`src/rtl/ebus_mux_n.sv`:
```
// Registered fixed-priority EBUS data multiplexer with contention capture
// and an ownership watchdog; driver 0 has the highest priority.
module ebus_mux_n #(
  parameter int NDRV  = 32,
  parameter int WIDTH = 36,
  parameter int TMO   = 1023,
  parameter int CNTW  = 8
) (
  input  logic                      clk,
  input  logic                      reset_l,
  input  logic [NDRV-1:0]           drv_driving,
  input  logic [NDRV*WIDTH-1:0]     drv_data,
  input  logic                      clr_err_h,
  output logic [WIDTH-1:0]          ebus_data,
  output logic                      ebus_valid_h,
  output logic [$clog2(NDRV)-1:0]   ebus_owner,
  output logic                      conflict_h,
  output logic [NDRV-1:0]           conflict_mask,
  output logic [CNTW-1:0]           conflict_cnt,
  output logic                      stuck_h,
  output logic [$clog2(NDRV)-1:0]   stuck_owner
);

  localparam int OW = $clog2(NDRV);
  localparam int RW = $clog2(TMO + 1);

  logic [WIDTH-1:0] data_q, data_d;
  logic             valid_q, valid_d;
  logic [OW-1:0]    owner_q, owner_d;
  logic             conflict_q, conflict_d;
  logic [NDRV-1:0]  mask_q, mask_d;
  logic [CNTW-1:0]  cnt_q, cnt_d;
  logic             stuck_q, stuck_d;
  logic [OW-1:0]    stuck_owner_q, stuck_owner_d;
  logic [RW-1:0]    run_q, run_d;

  logic [OW-1:0]    sel_idx;
  logic [WIDTH-1:0] sel_data;
  logic             any_drv;
  logic             multi_drv;
  logic             stuck_evt;

  // Scanning downwards leaves the lowest asserted index as the winner.
  always_comb begin
    sel_idx  = '0;
    sel_data = '0;
    for (int i = NDRV - 1; i >= 0; i--) begin
      if (drv_driving[i]) begin
        sel_idx  = OW'(i);
        sel_data = drv_data[i*WIDTH +: WIDTH];
      end
    end
  end

  assign any_drv   = |drv_driving;
  assign multi_drv = |(drv_driving & (drv_driving - NDRV'(1)));

  always_comb begin
    data_d    = any_drv ? sel_data : '0;
    valid_d   = any_drv;
    owner_d   = any_drv ? sel_idx : owner_q;
    run_d     = '0;
    stuck_evt = 1'b0;
    if (any_drv) begin
      if (valid_q && (sel_idx == owner_q)) begin
        if (run_q == RW'(TMO)) begin
          run_d     = run_q;
          stuck_evt = 1'b1;
        end else begin
          run_d = run_q + 1'b1;
        end
      end else begin
        run_d = RW'(1);
      end
    end
  end

  // A clear in the same cycle as a fault discards that cycle's fault.
  always_comb begin
    conflict_d    = conflict_q;
    mask_d        = mask_q;
    cnt_d         = cnt_q;
    stuck_d       = stuck_q;
    stuck_owner_d = stuck_owner_q;
    if (clr_err_h) begin
      conflict_d    = 1'b0;
      mask_d        = '0;
      cnt_d         = '0;
      stuck_d       = 1'b0;
      stuck_owner_d = '0;
    end else begin
      if (multi_drv) begin
        if (cnt_q != {CNTW{1'b1}}) cnt_d = cnt_q + 1'b1;
        if (!conflict_q) begin
          conflict_d = 1'b1;
          mask_d     = drv_driving;
        end
      end
      if (stuck_evt && !stuck_q) begin
        stuck_d       = 1'b1;
        stuck_owner_d = sel_idx;
      end
    end
  end

  always_ff @(posedge clk or negedge reset_l) begin
    if (!reset_l) begin
      data_q        <= '0;
      valid_q       <= 1'b0;
      owner_q       <= '0;
      conflict_q    <= 1'b0;
      mask_q        <= '0;
      cnt_q         <= '0;
      stuck_q       <= 1'b0;
      stuck_owner_q <= '0;
      run_q         <= '0;
    end else begin
      data_q        <= data_d;
      valid_q       <= valid_d;
      owner_q       <= owner_d;
      conflict_q    <= conflict_d;
      mask_q        <= mask_d;
      cnt_q         <= cnt_d;
      stuck_q       <= stuck_d;
      stuck_owner_q <= stuck_owner_d;
      run_q         <= run_d;
    end
  end

  assign ebus_data     = data_q;
  assign ebus_valid_h  = valid_q;
  assign ebus_owner    = owner_q;
  assign conflict_h    = conflict_q;
  assign conflict_mask = mask_q;
  assign conflict_cnt  = cnt_q;
  assign stuck_h       = stuck_q;
  assign stuck_owner   = stuck_owner_q;

endmodule

```
`config.mk`:
```
export PLATFORM = sky130hd
export DESIGN_NAME = ebus_mux_n
export DESIGN_NICKNAME = d
export VERILOG_FILES = /design/src/rtl/ebus_mux_n.sv
export SDC_FILE = /design/constraint.sdc
export NUM_CORES = 1
export LEC_CHECK = 0
export CAP_MARGIN = 20
export CORE_AREA = 2 2 503 505
export DETAILED_ROUTE_END_ITERATION = 16
export DIE_AREA = 0 0 505 507
export DONT_BUFFER_PORTS = 1
export MAX_ROUTING_LAYER = met4
export PLACE_DENSITY_LB_ADDON = 0.15
export SYNTH_ARGS = -nofsm -noshare
export SYNTH_HDL_FRONTEND = slang
export SYNTH_SLANG_ARGS = --single-unit
```
`constraint.sdc`:
```
create_clock -name clk -period 5.1 [get_ports clk]
set_clock_uncertainty 0.15 [all_clocks]
set_input_delay 0.51 -clock clk [delete_from_list [all_inputs] [get_ports clk]]
set_output_delay 0.51 -clock clk [all_outputs]
set_load 0.02 [all_outputs]
```
==> impl_results.md, run 1 <==
* WL per Instance at 36.3 um
* Worst-Skew Late Latency at 0.48 ns
* Setup_tns at 0 ns
* Worst slew pin tran at 1.23 ns
* Post-synth EDFFs at 0
* Seq cells post-synth at 99
* Vias in the first global route at 19,200
* Initial core utilization at 0.0558
* Pwr Total at 0.00313 W
* Hold wc startpoint: drv_driving[6]
* Post-cts repair resize count at 0
* Post-route ant nets at 0
* Max cap viols at 0
* Pwr per Cell Area at 166 nW/um2
* DR iter-0 viols at 2,216
* Worst min-delay path class: in2reg
* Largest net degree at the start of global routing at 115
* Crit Path Max Fanout at 21
* CTS clock-pin slew for the worst setup and hold paths at 0.10 ns
* IR Drop Worst-Case VDD at 207 uV
* Post-DR vias/cell at 3.70
* Reg area at 2480 um2
* Final-report hold violation count at 0
* Syn Area/Cell at 6.96 um2
* H-tree depth at 3
* Post-Syn Area at 14,000 um2
* Nets at 3,080
* Filler cells at 29,800
* Post-synth top area share at 0.177
* Post-synthesis cell type count at 73
* Count leader, synth: o22ai_1
* Max_slew headroom at 0.168
* Share of cells above drive strength 1 at 0.0907
* CP required at 5.28 ns
* IO Count at 1,276
* Syn_nets at 3,197
* Area Growth Syn to Fin at 34.8%
* CP Launch Type: input pin
* Pleak at 5.46 nW
* CP endpoint kind: flop
* CORE AREA at 250,000 um2
* Gate Count Post-Synth at 2,008
* Post-CTS Setup Inserts at 0
* GRT Util Overall at 0.147
* Top FF cell, synth: dfrtp_1
* Crit path DAT at 4.48 ns
* Setup crit start: drv_driving[23]
* Unrepaired setup endpoints after global routing: no
* RR Startpoint: ebus_owner[1]
* DP HPWL at 165,000 um
* First-pass GRT wire length at 236,000 um
* R2R setup slack at 2.46 ns
* Critical path class: in2reg
* Final wirelength at 193,000 um
* CTS Hold Bufs at 18
* DRT Pass-1 Iters at 6
* Total global routing overflow at 0
* Vias post-DR at 19,800
* Routability congestion estimate at 0.939
* Die area at 256,000 um2
* Chip height at 507 um
* Root Buffer: clkbuf_16
* Final Max Slew Viols at 0
* Max Fclk at 233 MHz
* Final min period at 4.30 ns
* Synth area leader: dfrtp_1
* Num CTS Buffers at 9
* Ys Warns at 0
* Clock Sinks at 99
* Clock buffer depth at 2
* Async S/R FF share, synth at 1.00
* Top cells by count, synth: o22ai_1, nor2_1, clkbuf_1
* Area contributors post-synth: dfrtp_1, o22ai_1, a21oi_1
* Multi-input gate area in the final layout at 10,600 um2
* Sequential area share after synthesis at 0.177
* Setup violators final at 0
* Crit share post-route at 0.843
* Drt drc at 0
* Outcome: completed
* CTS tree: yes
* Antenna violations before repair at 133
* Die width at 505 um
* I/O Buffers at 0
* Standard-cell rows at 184
## cell type report
| type | count | share of cell area |
|---|---|---|
| diodes | 91 | 0.0121 |
| flip-flops and latches | 99 | 0.131 |
| repair buffers | 114 | 0.0522 |
| inverters | 17 | 0.00339 |
| multi-input cells | 1650 | 0.562 |
| well taps | 3348 | 0.222 |
| clock buffers | 9 | 0.0119 |
| clock inverters | 7 | 0.00498 |
## through the flow
stage,hold WS [ns],cells,cell area (um2),util,setup WS (ns)
6_report,0.0784,5335,18800,0.0752,0.801
5_1_grt,0.0171,5325,18800,0.0751,0.960
4_1_cts,0.00257,5242,18600,0.0743,0.949
3_5_place_dp,0.0747,5208,18100,0.0721,0.415
3_3_place_gp,0.0746,5196,18000,0.0718,0.0869
2_1_floorplan,0.0644,2008,14000,-,2.16
## flip-flops by register name, summed over array words and instances, names as in the netlist
name / count
ebus_data: 36
conflict_mask: 32
run_q: 10
conflict_cnt: 8
ebus_owner: 5
stuck_owner: 5
conflict_h: 1
ebus_valid_h: 1
stuck_h: 1
## final timing paths
| check | endpoint | cells past startpoint |
|---|---|---|
| max | ebus_data[10] | 9 |
| min | conflict_mask[6] | 2 |
| max reg2reg | run_q[9] | 6 |
| min reg2reg | run_q[7] | 2 |
| max in group asynchronous | stuck_owner[2] | 2 |
| min in group asynchronous | conflict_mask[0] | 2 |
## cell usage in the layout (no fill, tap or decap), types with 7 or more instances in the layout
cell | netlist | routed
inv_2 | 3 | 11
or3_1 | 42 | 40
a221oi_1 | 107 | 106
nor4_4 | 7 | 7
mux2i_1 | 36 | 36
dlygate4sd3_1 | 0 | 16
o311ai_0 | 37 | 32
dfrtp_1 | 99 | 99
diode_2 | 0 | 91
o21ai_0 | 149 | 143
nor2b_1 | 48 | 47
nand2_1 | 61 | 59
a21oi_1 | 191 | 191
o22ai_1 | 289 | 287
or2_2 | 7 | 7
o31ai_1 | 7 | 7
nor3_1 | 10 | 9
a211o_1 | 36 | 36
o221ai_1 | 36 | 36
a31oi_1 | 71 | 69
o211a_1 | 36 | 36
o21ai_1 | 2 | 8
buf_4 | 0 | 89
nor2_1 | 218 | 218
a21o_1 | 39 | 39
a221o_1 | 36 | 36
nand3_1 | 49 | 49
a22oi_1 | 37 | 37
clkbuf_16 | 0 | 9
## power by group
| group | internal [W] | leakage (nW) | switching (W) | total (W) |
|---|---|---|---|---|
| Sequential | 0.000834 | 1.28 | 0.000129 | 0.000963 |
| Combinational | 0.000393 | 4.03 | 0.000846 | 0.00124 |
| Clock | 0.000358 | 0.154 | 0.000568 | 0.000926 |
## critical path: stages
cell	delay, ns
or2_2	0.57
buf_12	0.29
a21oi_1	0.38
o311ai_0	0.45
nand3_1	0.21
a31oi_1	0.18
o21ai_0	0.88
a31oi_1	0.55
o211a_1	0.40
## cell families after synthesis
group                    Yosys count  share of synthesized area
XOR/XNOR                           9                    0.00564
flip-flops                        99                      0.177
adder cells (fa/ha/maj)            6                    0.00474
AO/OA/AOI/OAI                   1104                      0.535
multiplexers                      42                     0.0311
AND/OR/NAND/NOR                  489                      0.174
buffers and inverters            259                     0.0722
## metal layers
metal,global-route usage,up-vias,wire (um)
li1,-,7969,-
met4,0.0787,0,11900
met5,-,-,0
met1,0.172,9962,78300
met3,0.0398,320,15200
met2,0.230,1502,88000
Power figures use the tool's default switching activity.
==> run 2, diff against run 1 <==
- clock period: 5.1 -> 3.65 ns (I/O delays scaled with it)
==> run 2 against run 1 <==
Net effect:
- first-iteration DRC count down 9.3%
- wire length increased by 2.0%
- critical path depth increased by 2
- clock power grew 36%
- sequential power increased by 40%
- sequential share of layout area fell by 0.79 points
- non-clock buffer count up 119
- worst setup slack got worse by 0.77 ns
- global-route usage increased by 0.28 points
- count of clock-buffer cells in the layout did not move
- combinational power rose by 53%
- hold slack got worse by 0.010 ns
- largest power group unchanged
==> impl_results.md, run 2 (synthesized netlist as in run 1, its figures left out) <==
* Outcome: completed (unchanged)
* Final wirelength at 197,000 um (was 193,000 um)
* CTS tree: yes (unchanged)
* First-pass GRT wire length at 240,000 um (was 236,000 um)
* Die width at 505 um (unchanged)
* Crit Path Max Fanout at 43 (was 21)
* IO Count at 1,276 (unchanged)
* CP required at 3.86 ns (was 5.28 ns)
* WL per Instance at 36.3 um (about the same)
* Max Fclk at 277 MHz
* CORE AREA at 250,000 um2 (unchanged)
* Setup_tns at 0 ns (unchanged)
* Final min period at 3.61 ns
* Standard-cell rows at 184 (unchanged)
* Max incr delay on CP at 0.95 ns (was 0.88 ns)
* WP depth at 11 (was 9)
* H-tree depth at 3 (unchanged)
* DP HPWL at 165,000 um (about the same)
* Most common cell after layout, fill and taps aside: o22ai_1 (unchanged)
* Nets at 3,199 (was 3,080)
* Drt drc at 0 (unchanged)
* R2R depth at 7 (was 6)
* Slowest CP cell: o311ai_0 (was o21ai_0)
* RR Startpoint: ebus_owner[1] (unchanged)
* Total global routing overflow at 0 (unchanged)
* CP Launch Type: input pin (unchanged)
* Worst min-delay path class: in2reg (unchanged)
* RR Endpoint: run_q[9] (unchanged)
* Post-DR vias/cell at 3.66 (was 3.70)
* Max_slew headroom at 0.184 (was 0.168)
* Placement Cell Area at 18,900 um2 (was 18,100 um2)
* Final non-filler cell total at 5,446 (was 5,335)
* Worst slew pin tran at 1.21 ns (was 1.23 ns)
* GRT Util Overall at 0.150 (was 0.147)
* Post-route ant nets at 0 (unchanged)
* IR Drop Worst-Case VDD at 215 uV (was 207 uV)
* Buf/Inv on CP at 3 (was 1)
* I/O Buffers at 0 (unchanged)
* Critical path class: in2reg (unchanged)
* Routability congestion estimate at 0.984 (was 0.939)
* Placed cells at 5,290 (was 5,208)
* Area Growth Syn to Fin at 43.3% (was 34.8%)
* Crit share post-route at 0.990
* Antenna violations before repair at 120 (was 133)
* Die area at 256,000 um2 (unchanged)
* CTS clock-pin slew for the worst setup and hold paths at 0.09 ns (was 0.10 ns)
* Pwr per Cell Area at 224 nW/um2 (was 166 nW/um2)
* CP endpoint kind: flop (unchanged)
* CP top delay family: compound AO/OA/AOI/OAI gates (unchanged)
* Pleak at 6.09 nW (was 5.46 nW)
* Vias in the first global route at 19,600 (was 19,200)
* Share of cells above drive strength 1 at 0.124 (was 0.0907)
* Hold Slack at 0.0680 ns (was 0.0784 ns)
* Final-report hold violation count at 0 (unchanged)
* Most frequent cells in the layout: o22ai_1, nor2_1, a21oi_1 (unchanged)
* Final Max Slew Viols at 0 (unchanged)
* Max reg flops at 36 (unchanged)
* DR iter-0 viols at 2,010 (was 2,216)
* R2R setup slack at 0.89 ns (was 2.46 ns)
* CP Cell Sequence: nor2b_4 > buf_12 > buf_4 > a221oi_1 > o311ai_0 > nand3_1 > a31oi_1 > o21ai_0 > buf_4 > a31oi_1 > o211a_1 (was or2_2 > buf_12 > a21oi_1 > o311ai_0 > nand3_1 > a31oi_1 > o21ai_0 > a31oi_1 > o211a_1)
* Chip height at 507 um (unchanged)
* Root Buffer: clkbuf_16 (unchanged)
* Worst setup path endpoint: ebus_data[10] (unchanged)
* Final Cell Area at 20,000 um2 (was 18,800 um2)
* Setup violators final at 0 (unchanged)
* Pwr Total at 0.00450 W (was 0.00313 W)
* Max cap viols at 0 (unchanged)
* DRT Pass-1 Iters at 6 (unchanged)
* Clock Sinks at 99 (unchanged)
* Num CTS Buffers at 9 (unchanged)
* Vias post-DR at 19,900 (was 19,800)
* Worst-Skew Late Latency at 0.48 ns (about the same)
* Largest net degree at the start of global routing at 115 (unchanged)
* Initial core utilization at 0.0558 (unchanged)
* Unrepaired setup endpoints after global routing: no (unchanged)
* Setup crit start: drv_driving[30] (was drv_driving[23])
* Clock buffer depth at 2 (unchanged)
* Crit path DAT at 3.82 ns (was 4.48 ns)
-- run 2: cell types whose count changed in the layout (fill, tap and decap cells not counted), moves of 5 or more --
cell and change:
o21ai_0 +5, buf_4 +61, buf_12 +20, diode_2 -8, dlygate4sd3_1 +39, o21ai_1 -5
-- run 2: layout make-up --
| class | count | area [um2] |
|---|---|---|
| antenna | 83 | 208 |
| multi-input combinational | 1650 | 10600 |
| inverter | 17 | 63.8 |
| timing repair buffer | 233 | 2220 |
| fill | 29700 | 230000 |
| sequential | 99 | 2480 |
| clock buffer | 9 | 225 |
| tap | 3348 | 4190 |
| clock inverter | 7 | 93.8 |
-- run 2: through the flow --
stage                       util  setup slack [ns]
after global placement    0.0754            -0.775
after global routing      0.0799            0.0267
after detailed placement  0.0755            -0.253
after CTS                 0.0792             0.243
after floorplan                -             0.853
final                     0.0800            0.0352
-- run 2: routing by layer --
| layer | global-route usage | wire, um |
|---|---|---|
| met3 | 0.0386 | 15800 |
| met5 | - | 0 |
| met1 | 0.176 | 79900 |
| met2 | 0.237 | 91000 |
| met4 | 0.0773 | 10700 |
-- run 2: worst min-delay path by stage --
stage                       to  slack, ns     startpoint  depth (start not counted)
6_report         ebus_data[32]       0.07  drv_data[176]                          2
5_1_grt          ebus_data[35]       0.03  drv_data[179]                          2
4_1_cts          ebus_data[32]     0.0004  drv_data[176]                          2
3_5_place_dp     ebus_data[29]      -0.06        reset_l                          0
3_3_place_gp     ebus_data[28]      -0.06        reset_l                          0
2_1_floorplan  conflict_cnt[0]      -0.08        reset_l                          0
-- run 2: power by group --
| group | switching, W | internal, W |
|---|---|---|
| registers | 0.000181 | 0.00116 |
| logic | 0.00122 | 0.000676 |
| clock network | 0.000757 | 0.000499 |
| total | 0.00216 | 0.00234 |
-- run 2: what timing repair did --
item	CTS	global route
hold endpoints to repair	165	0
hold buffers	57	0
resized for setup	0	0
buffers inserted	0	0
==> patch 1 (config.mk and constraints of run 2) <==
The output `ebus_data` loses its register stage (`data_q` becomes a continuous assignment).
--- a/src/rtl/ebus_mux_n.sv
+++ b/src/rtl/ebus_mux_n.sv
@@ -107,3 +107,2 @@
     if (!reset_l) begin
-      data_q        <= '0;
       valid_q       <= 1'b0;
@@ -117,3 +116,2 @@
     end else begin
-      data_q        <= data_d;
       valid_q       <= valid_d;
@@ -128,2 +126,4 @@
   end
+
+  assign data_q = data_d;
 
Function: changed (Yosys sat finds a counterexample within 4 cycles, from zero or initial values and one cycle with reset_l low).
==> patch 1 against run 2 <==
Final cell count increased by 6.4%. Critical path type is now in -> out. Total power decreased by 9.8%. Combinational power increased by 7%. Setup slack got worse by 0.067 ns. Routed wire length increased by 11%. Sequential cell count decreased by 36. Synthesized area increased by 5.9%. Cell area increased by 9.6%. The flow now finishes with violations (setup timing). Critical path depth increased by 1.
==> patch 1: results (changes against run 2) <==
Placed design
The final estimated routing congestion in global placement came to 0.947 (-3.8%). The post-detailed-placement cell area is 20500 sq um (+8.5%). The cell total after placement is 5691 (+7.6%). The port buffer count came to 0 (unchanged). The half-perimeter wire length after detailed placement is 185 mm (+12%).

GRT
The largest net degree at the start of global routing is 116 (+0.87%). The first-pass GRT wire length is 268 mm (+11%). The via count of the first global-routing pass is 21700 (+11%).

The number of antenna violations at the first check in global routing was 106 (-12%). The total track usage is 16.6% (+1.6 points).

Route
The number of optimization iterations in the first detailed-route pass is 5 (-1). The mean number of vias per cell is 3.82 (+4.5%). The violation count after the first detailed-route iteration is 1886 (-6.2%). The aggregate routed wire length came to 218 mm (+11%).

Power
The cell leakage power was 0.00671 uW (+10%). The worst supply voltage drop on vdd was 0.205 mV (-4.9%).

Cells and area
The final cell count without fillers is 5797 (+6.4%). The number of flip-flops under the largest register name is 32 (-11%). The fraction of final layout cells sized beyond drive strength 1 is 17.4% (+5.0 points). The final cell utilization of the core was 8.77% (+0.77 points). The count of fill cells added during filler insertion is 29800 (+0.087%).

STA
The relative slew slack is 33.2% (+15 points). The post-layout worst setup margin was -0.0319 ns (-0.0671 ns). The final count of negative-setup-slack endpoints is 2 (+2).

Critical path
The longest individual stage delay on the worst path is 0.50 ns (-0.45 ns). The critical-path maximum fanout is 9 (-79%). The signal arrival time at the worst endpoint is 3.17 ns (-0.65 ns).

The worst-path cell with the longest stage delay is a311o_2.

Synthesis
The most used flip-flop cell after synthesis is dfrtp_1. The sequential fraction of the synthesis area was 10.6% (-7.1 points). The post-synth net total was 3585 (+12%). By area the synthesized netlist is led by a21oi_1 (11%), dfrtp_1 (11%), o22ai_1 (7.7%), nand2_1 (7.0%), clkbuf_1 (6.1%). The number of distinct library cell variants in the gate-level netlist after synthesis is 69 (-5.5%). The average cell area after synthesis was 6.18 sq um (-11%). Counting instances in the post-synthesis netlist gives the leading cell types as a21oi_1 (336), nand2_1 (275), clkbuf_1 (240).

CTS
The clock buffer count from CTS is 9 (unchanged). The clock input transition at the sequential cells of the worst setup and hold paths came to 0.07 ns (-0.02 ns). The worst-skew pair later-pin latency is 0.38 ns (-0.10 ns). The level count of the clock H-tree was 3 (unchanged). The tree is rooted in a clkbuf_16.

Outcome
The checks that failed: setup timing. The run finished, with violations left.
-- patch 1: changes by cell type after synthesis, sizes merged, moves of 39 or more --
cell    delta
nand2    +213
nand3     -39
nor4     +105
nor3      +54
o31a      +71
a311o     +71
o21ai     -68
a21oi    +143
a221oi    -70
inv      +141
or3       -39
a31oi     -65
o22ai    -106
nor2      -71
-- patch 1: repair_timing --
action	4_1_cts	5_1_grt
hold buffers	3	0
setup endpoints to repair	27	20
gates cloned	2	0
resized for setup	90	36
hold endpoints to repair	68	0
pin swaps	33	45
buffers inserted	6	6
-- patch 1: tightest hold or removal path, stage by stage --
cell,delay (ns)
nor3_1,0.04
nand2_1,0.06
o311ai_1,0.08
-- patch 1: metal layers --
layer	track usage (%)	share of wire (%)
met5	-	0
met4	5.94	4.4
met3	5.16	8.5
met2	29.7	51
met1	17.1	36
-- patch 1: cell families after synthesis --
group | Yosys count | synth area share (%)
buffers and inverters | 435 | 11.3
multiplexers | 5 | 0.363
XOR/XNOR | 5 | 0.296
AO/OA/AOI/OAI | 1038 | 47.6
flip-flops | 63 | 10.6
AND/OR/NAND/NOR | 844 | 29.3
adder cells (fa/ha/maj) | 6 | 0.448
-- patch 1: per-stage QoR --
stage | setup slack (ns) | hold WS, ns | setup TNS (ns)
floorplan | 0.215 | -0.0806 | 0
detailed placement | -0.837 | -0.0778 | -8.33
finish | -0.0319 | 0.0649 | -0.0448
global placement | -1.49 | -0.0777 | -14.31
CTS | -0.183 | 0.0477 | -0.432
global route | -0.182 | 0.0640 | -0.565
-- patch 1: power by group --
part / switching, uW / internal [uW] / total [uW]
sequential: 145 / 750 / 896
combinational: 1280 / 756 / 2040
clock: 431 / 692 / 1120
-- patch 1: worst paths after layout --
path                       cells past startpoint                  from                            end  slack [ns]
max                                           12       drv_driving[26]                  ebus_data[13]       -0.03
min                                            3             clr_err_h  conflict_mask[23]$_DFFE_PN0P_        0.06
max reg2reg                                    9  run_q[0]$_DFFE_PN0P_     stuck_owner[1]$_DFFE_PN0P_        1.22
min reg2reg                                    2  run_q[5]$_DFFE_PN0P_           run_q[5]$_DFFE_PN0P_        0.42
max in group asynchronous                      2               reset_l   conflict_mask[1]$_DFFE_PN0P_        2.56
min in group asynchronous                      2               reset_l    conflict_cnt[0]$_DFFE_PN0P_        0.41
-- patch 1: area by class of cell --
type,instances,share of cell area (%)
multi-input combinational,1898,57.5
tap,3348,19.1
timing repair buffer,240,11.1
sequential,63,7.17
inverter,154,2.63
clock buffer,10,1.09
antenna,78,0.888
clock inverter,6,0.524
==> patch 2 (flow settings as in run 2) <==
Without the edit above. Set the parameter `WIDTH` to 18 (it was 36).
--- a/src/rtl/ebus_mux_n.sv
+++ b/src/rtl/ebus_mux_n.sv
@@ -4,3 +4,3 @@
   parameter int NDRV  = 32,
-  parameter int WIDTH = 36,
+  parameter int WIDTH = 18,
   parameter int TMO   = 1023,
Ports: changed (resized drv_data and ebus_data); port bits go from 1276 to 682. No check against the original RTL was run, so the function may have changed too.
==> patch 2 against run 2 <==
Routed wire length fell by 42%. Cell area fell by 27%. Register-to-register slack improved by 0.06 ns. Total power fell by 24%. Sequential cell count fell by 18. Synthesized area fell by 35%. Clock power fell by 3%. Setup slack improved by 0.28 ns.
==> patch 2: results (changes against run 2) <==
Outcome
The run finished with clean final reports.

Power
The share of power burned in the clock network is 35.9% (+8.0 points). The combinational logic power is 1080 uW (-43%). The fraction of power consumed by sequential logic is 32.2% (+2.3 points). The cell leakage power was 0.00414 uW (-32%).

Cells and area
The number of non-clock buffers is 151 (-35%). The count of inserted antenna diode cells is 27 (-67%). The clock network area share came to 2.26% (+0.67 points).

The layout buffering overhead excluding clock cells is 9.00% (-2.1 points). The number of nets in the final layout is 1950 (-39%). The non-clock inverter instance count of the final layout was 52 (+35). The register share of the cell area is 13.8% (+1.5 points). The count of multi-input gates is 1042 (-37%).

Worst hold path
The path with the worst hold slack has its endpoint at ebus_data[4]$_DFF_PN0_.

Route
The number of optimization iterations in the first detailed-route pass is 5 (-1).

GRT
The first-pass GRT wire length is 139 mm (-42%). The number of antenna violations at the first check in global routing came to 54 (-55%).

Synthesis
The compound-cell area share of the yosys netlist is 37.3% (-16 points). The count of state elements after synthesis was 81 (-18%). The post-synthesis mux area share came to 4.47% (+1.4 points). The sequential fraction of the synthesis area came to 22.4% (+4.6 points).

The number of distinct library cell variants in the gate-level netlist after synthesis came to 68 (-6.8%). The post-synth net total is 1919 (-40%).

Placed design
The half-perimeter wire length after detailed placement was 95.6 mm (-42%). The post-detailed-placement cell area is 13800 sq um (-27%). The final estimated routing congestion in global placement came to 0.810 (-18%). The pre-CTS setup slack came to -0.329 ns (-0.0762 ns).

Critical path
The reg-to-reg critical path endpoint is stuck_owner[2]$_DFFE_PN0P_. The setup slack of the most critical reg-to-reg path came to 0.95 ns (+0.06 ns). The end of the critical path is conflict_mask[6]$_DFFE_PN0P_. The longest individual stage delay on the worst path is 0.58 ns (-0.37 ns).

CTS
The quantity of hold-fixing buffers added after cts is 42 (-26%).
## patch 2: changes by cell type after synthesis, moves of 37 or more
cell | before | now
a31oi_1 | 71 | 23
nor2_1 | 218 | 136
a211oi_1 | 4 | 44
o22ai_1 | 289 | 145
a21oi_1 | 191 | 91
nand2_1 | 61 | 176
nand3_1 | 49 | 12
clkbuf_1 | 204 | 104
o21ai_0 | 149 | 11
inv_1 | 9 | 46
## patch 2: routing by layer
| layer | routed length [microns] | track usage (%) | share of wire, % |
|---|---|---|---|
| met5 | 0 | - | 0 |
| met4 | 1790 | 1.79 | 1.6 |
| met3 | 6250 | 1.43 | 5.5 |
| met2 | 57400 | 15.2 | 50 |
| met1 | 48300 | 10.6 | 42 |
## patch 2: metrics by stage
stage                     std cells  hold slack, ns  util (%)
after global placement         4630         -0.0777      5.51
final                          4717          0.0495      5.85
after floorplan                1306         -0.0806         -
after detailed placement       4632         -0.0770      5.51
after global routing           4701          0.0304      5.84
after CTS                      4690         0.00652      5.82
